`src/rtl/w_stage_reg.sv`:
```
// Memory-to-writeback pipeline register of the Y86-64 pipe, with the processor status FSM.
// Optional W_RETIRE_CNT_EN macro adds a 64-bit retired-instruction counter.
module w_stage_reg #(
   parameter logic [3:0] RNONE = 4'hF,
   parameter logic [3:0] INOP  = 4'h1
) (
   input  logic        clk,
   input  logic        reset,
   input  logic        W_bubble_req,
   input  logic        W_stall_req,
   input  logic [2:0]  m_stat,
   input  logic [3:0]  M_icode,
   input  logic [3:0]  M_dstE,
   input  logic [3:0]  M_dstM,
   input  logic [63:0] M_valE,
   input  logic [63:0] m_valM,
   output logic [2:0]  W_stat,
   output logic [3:0]  W_icode,
   output logic [3:0]  W_dstE,
   output logic [3:0]  W_dstM,
   output logic [63:0] W_valE,
   output logic [63:0] W_valM,
   output logic [3:0]  wb_dstE,
   output logic [3:0]  wb_dstM,
   output logic [2:0]  stat,
   output logic        halted,
   output logic [63:0] retire_cnt
);

   localparam logic [2:0] SBUB = 3'd0;
   localparam logic [2:0] SAOK = 3'd1;
   localparam logic [2:0] SHLT = 3'd2;
   localparam logic [2:0] SADR = 3'd3;
   localparam logic [2:0] SINS = 3'd4;

   typedef enum logic {
      RUN     = 1'b0,
      STOPPED = 1'b1
   } state_t;

   state_t state;
   logic   wExc;
   logic   freeze;
   logic   stallEff;
   logic   canWrite;

   // An exceptional entry freezes W so nothing younger ever lands behind it.
   assign wExc     = (W_stat == SHLT) || (W_stat == SADR) || (W_stat == SINS);
   assign freeze   = wExc || (state == STOPPED);
   assign stallEff = W_stall_req || freeze;
   assign canWrite = (state == RUN) && (W_stat == SAOK);

   assign wb_dstE = canWrite ? W_dstE : RNONE;
   assign wb_dstM = canWrite ? W_dstM : RNONE;

   always_ff @(posedge clk) begin
      if (reset) begin
         W_stat  <= SBUB;
         W_icode <= INOP;
         W_dstE  <= RNONE;
         W_dstM  <= RNONE;
         W_valE  <= 64'h0;
         W_valM  <= 64'h0;
         state   <= RUN;
         stat    <= SAOK;
         halted  <= 1'b0;
      end else begin
         if (!stallEff) begin
            if (W_bubble_req) begin
               W_stat  <= SBUB;
               W_icode <= INOP;
               W_dstE  <= RNONE;
               W_dstM  <= RNONE;
               W_valE  <= 64'h0;
               W_valM  <= 64'h0;
            end else begin
               W_stat  <= m_stat;
               W_icode <= M_icode;
               W_dstE  <= M_dstE;
               W_dstM  <= M_dstM;
               W_valE  <= M_valE;
               W_valM  <= m_valM;
            end
         end
         // First exception to reach W is captured and held until reset.
         case (state)
            RUN: begin
               if (wExc) begin
                  state  <= STOPPED;
                  stat   <= W_stat;
                  halted <= 1'b1;
               end else begin
                  stat <= (W_stat == SBUB) ? SAOK : W_stat;
               end
            end
            default: begin
               state  <= STOPPED;
               halted <= 1'b1;
            end
         endcase
      end
   end

`ifdef W_RETIRE_CNT_EN
   logic [63:0] retireCnt;

   // An SAOK entry retires on the edge where it leaves W.
   always_ff @(posedge clk) begin
      if (reset) begin
         retireCnt <= 64'h0;
      end else if (canWrite && !stallEff) begin
         retireCnt <= retireCnt + 64'd1;
      end
   end

   assign retire_cnt = retireCnt;
`else
   assign retire_cnt = 64'h0;
`endif

endmodule

```
`config.mk`:
```
export PLATFORM = sky130hd
export DESIGN_NAME = w_stage_reg
export DESIGN_NICKNAME = d
export VERILOG_FILES = /design/src/rtl/w_stage_reg.sv
export SDC_FILE = /design/constraint.sdc
export NUM_CORES = 1
export LEC_CHECK = 0
export ABC_AREA = 1
export CORE_MARGIN = 2
export CORE_UTILIZATION = 30
export DETAILED_ROUTE_END_ITERATION = 10
export GPL_TIMING_DRIVEN = 1
export PLACE_DENSITY = 0.71
export SLEW_MARGIN = 20
export SYNTH_ARGS = -nofsm -noshare
export SYNTH_HDL_FRONTEND = slang
export SYNTH_SLANG_ARGS = --single-unit
```
`constraint.sdc`:
```
create_clock -name clk -period 1.85 [get_ports clk]
set_clock_uncertainty 0.1 [all_clocks]
set_input_delay 0.2775 -clock clk [delete_from_list [all_inputs] [get_ports clk]]
set_output_delay 0.2775 -clock clk [all_outputs]
set_load 0.05 [all_outputs]
```
==> reports/results.tsv <==
stage	metric	value	unit
grt	grtUsageMet1	18.71	%
routing	antenna_left	0	
sta	setup_viol_count_final	8	
sta	slew_violations	0	
sta	period_share	100.5	%
worst_setup_path	cp_slowest_stage_delay	0.36	ns
floorplan	initial_core_util	30.47	%
floorplan	core	25180	um2
synthesis	synth_ff_type	dfxtp_1	
sta	max_freq	538.0	MHz
worst_setup_path	worstPathMaxFanout	8	
sta	hold_viol_final	0	
routing	drt_wl_total	21450	um
routing	routedWlPerCell	11.15	um
placed_design	gp_congestion	0.7667	
grt	grt_pass1_wl	33310	um
clock_tree	root_buffer	clkbuf_16	
routing	drc	0	
synthesis	synth-async-reset-ratio	0	%
sta	slew_headroom	65.92	%
floorplan	die_h	163.9	um
grt	grt_pass1_vias	6645	
synthesis	yosysWarnings	0	
synthesis	synth-seq-cells	148	
synthesis	synth_cell_types	19	
status	failed_checks	negative setup slack	
grt	top_usage_layer	met2	
worst_setup_path	cp.arrival	1.48	ns
cells_and_area	diodes	0	
clock_tree	cts_buffer_depth	2	
routing	first_iter_violations	379	
synthesis	synthTopCellsByArea	dfxtp_1 39%, nor2_1 20%, nand2_1 14%	
worst_setup_path	worst_ep_required_time	1.47	ns
worst_setup_path	start_kind	flip-flop	
worst_setup_path	endpoint_kind	output port	
routing	viasPerCell	3.914	
clock_tree	cts_sinks	148	
placed_design	dpl-instance-area	10560	um2
status	status	finished, violations left	
synthesis	postSynthAreaPerCell	5.975	um2
clock_tree	clkSlewWorstSetupHoldPaths	0.08	ns
floorplan	die_area	26870	um2
worst_setup_path	startpoint	W_stat[1]	
synthesis	synth_edf_count	0	
floorplan	dieWidth	163.9	um
routing	vias	7530	
pwr	power_leakage	6.487	nW
grt	grt_max_degree	59	
cells_and_area	drive_gt1_share	13.93	%
worst_setup_path	worstPathCellList	nor2_4 -> nand2_2 -> nor2_4 -> buf_12 -> nand2_2 -> buf_6	
synthesis	synth_common_cells	406 x nor2_1, 288 x nand2_1, 277 x inv_1, 148 x dfxtp_1, 76 x buf_4	
grt	grt_use_met2	27.35	%
cells_and_area	areaGrowthSynthToFinish	46.46	%
sta	holdWs	0.2486	ns
worst_setup_path	reg2reg_slack	0.15	ns
grt	overflow	0	
cells_and_area	finalInstanceArea	11240	um2
synthesis	post-synth-top-count-cell	nor2_1	
sta	fin_ws	-0.008866	ns
sta	tightest_slew	0.5133	ns
routing	drt-pass1-iter-count	5	
flow_run	drv_cap	0	
floorplan	io_pins	366	
worst_setup_path	worstReg2RegStart	W_stat[1]	
sta	rsz0062_at_grt	yes	
synthesis	syn_area	7672	um2
clock_tree	hold_buffers	0	
floorplan	row_count	58	
synthesis	synth_top_area_cell	dfxtp_1	
worst_setup_path	slowest_stage	dfxtp_4	
pwr	p_per_area	1332	nW/um2
clock_tree	clock_latency	0.41	ns
clock_tree	cts_buffers	17	
clock_tree	cts_tree	yes	
pwr	peakVddDrop	0.6725	mV
grt	antenna_found_initial	0	
worst_setup_path	crit_type	reg2out	
grt	track_usage	15.59	%
cells_and_area	fin_nets	1728	
synthesis	synthCells	1284	
cells_and_area	final-seq-area	2970	um2
min_path	min-delay-start	W_bubble_req	
synthesis	synth_seq_area_share	38.62	%
cells_and_area	fillers	2581	
min_path	hp-class	in2reg	
grt	gr-usage-met3	4.242	%
clock_tree	h-tree-depth	4	
cells_and_area	multi_input_area	3098	um2
placed_design	dp_hpwl	15780	um
sta	min_period	1.859	ns
synthesis	synth_top_area_share	38.62	%
placed_design	io_buffers	301	
[what timing repair did]
action | CTS | global route
resized for setup | 43 | 13
buffers inserted | 1 | 2
setup endpoints to repair | 39 | 9
pin swaps | 0 | 2
[area by class of cell]
type / count / area share [%]
inverter: 279 / 9.342
tap: 330 / 3.674
multi-input combinational: 794 / 27.57
sequential: 148 / 26.43
clock inverter: 15 / 1.648
clock buffer: 17 / 3.786
timing repair buffer: 341 / 27.55
[kinds of logic (layout without fill, tap and decap cells)]
group / Yosys count / count (layout) / synth area share [%]
flops: 148 / 148 / 38.62
compound gates: 5 / 5 / 0.3914
simple gates: 725 / 725 / 36.19
buf+inv: 405 / 652 / 24.76
other cells: 1 / 64 / 0.04888
[per-layer routing]
metal | share of wire, % | wire length, um
met1 | 43 | 9242
met2 | 49 | 10530
met3 | 6.6 | 1411
met4 | 1.3 | 272
met5 | 0 | 0
[where the power goes]
group          switching [mW]  internal [mW]
logic                    4.90           2.12
clock network            1.57           2.06
registers               0.400           3.91
[through the flow]
step / power, mW / setup TNS [ns] / setup slack, ns / cells / utilization (%)
6_report: 14.96 / -0.03810 / -0.008866 / 1924 / 44.62
5_1_grt: 15.92 / -0.7375 / -0.09728 / 1924 / 44.62
4_1_cts: 15.12 / 0 / 0.0004103 / 1922 / 44.43
3_5_place_dp: 11.48 / 0 / 0.005780 / 1889 / 41.95
3_3_place_gp: 11.39 / 0 / 0.03126 / 1889 / 41.95
2_1_floorplan: 9.444 / 0 / 0.009056 / 1347 / -
[state kept, by name (all words and copies together) (netlist names)]
signal and flops:
W_dstM 4, state 1, W_valM 64, W_stat 3
stat 3, W_valE 64, W_dstE 4, W_icode 4
halted 1
[path summary, 6_finish.rpt]
path / cells past startpoint / to
worst min-delay path: 4 / W_valM[35]
worst min register to register: 2 / stat[1]
worst max register to register: 8 / W_valE[37]
worst max-delay path: 6 / wb_dstE[0]
[cells in the final DEF (no fill, tap or decap), drive strengths merged]
cell type | netlist | layout
a211oi | 1 | 1
a21oi | 2 | 2
buf | 96 | 165
bufinv | 0 | 2
clkbuf | 30 | 17
clkdlybuf4s50 | 0 | 145
clkinv | 1 | 4
conb | 1 | 64
dfxtp | 148 | 148
dlygate4sd2 | 0 | 31
inv | 278 | 288
nand2 | 291 | 291
nand3 | 18 | 18
nor2 | 407 | 407
o211ai | 1 | 1
o21ai | 1 | 1
or2 | 9 | 9
[worst max-delay path: cells and delay by family (launching register included)]
family	cells	cell delay, ns
simple gates	4	0.38
flops	1	0.36
buf+inv	2	0.32
Note: power is estimated with default switching activity, not from simulation.
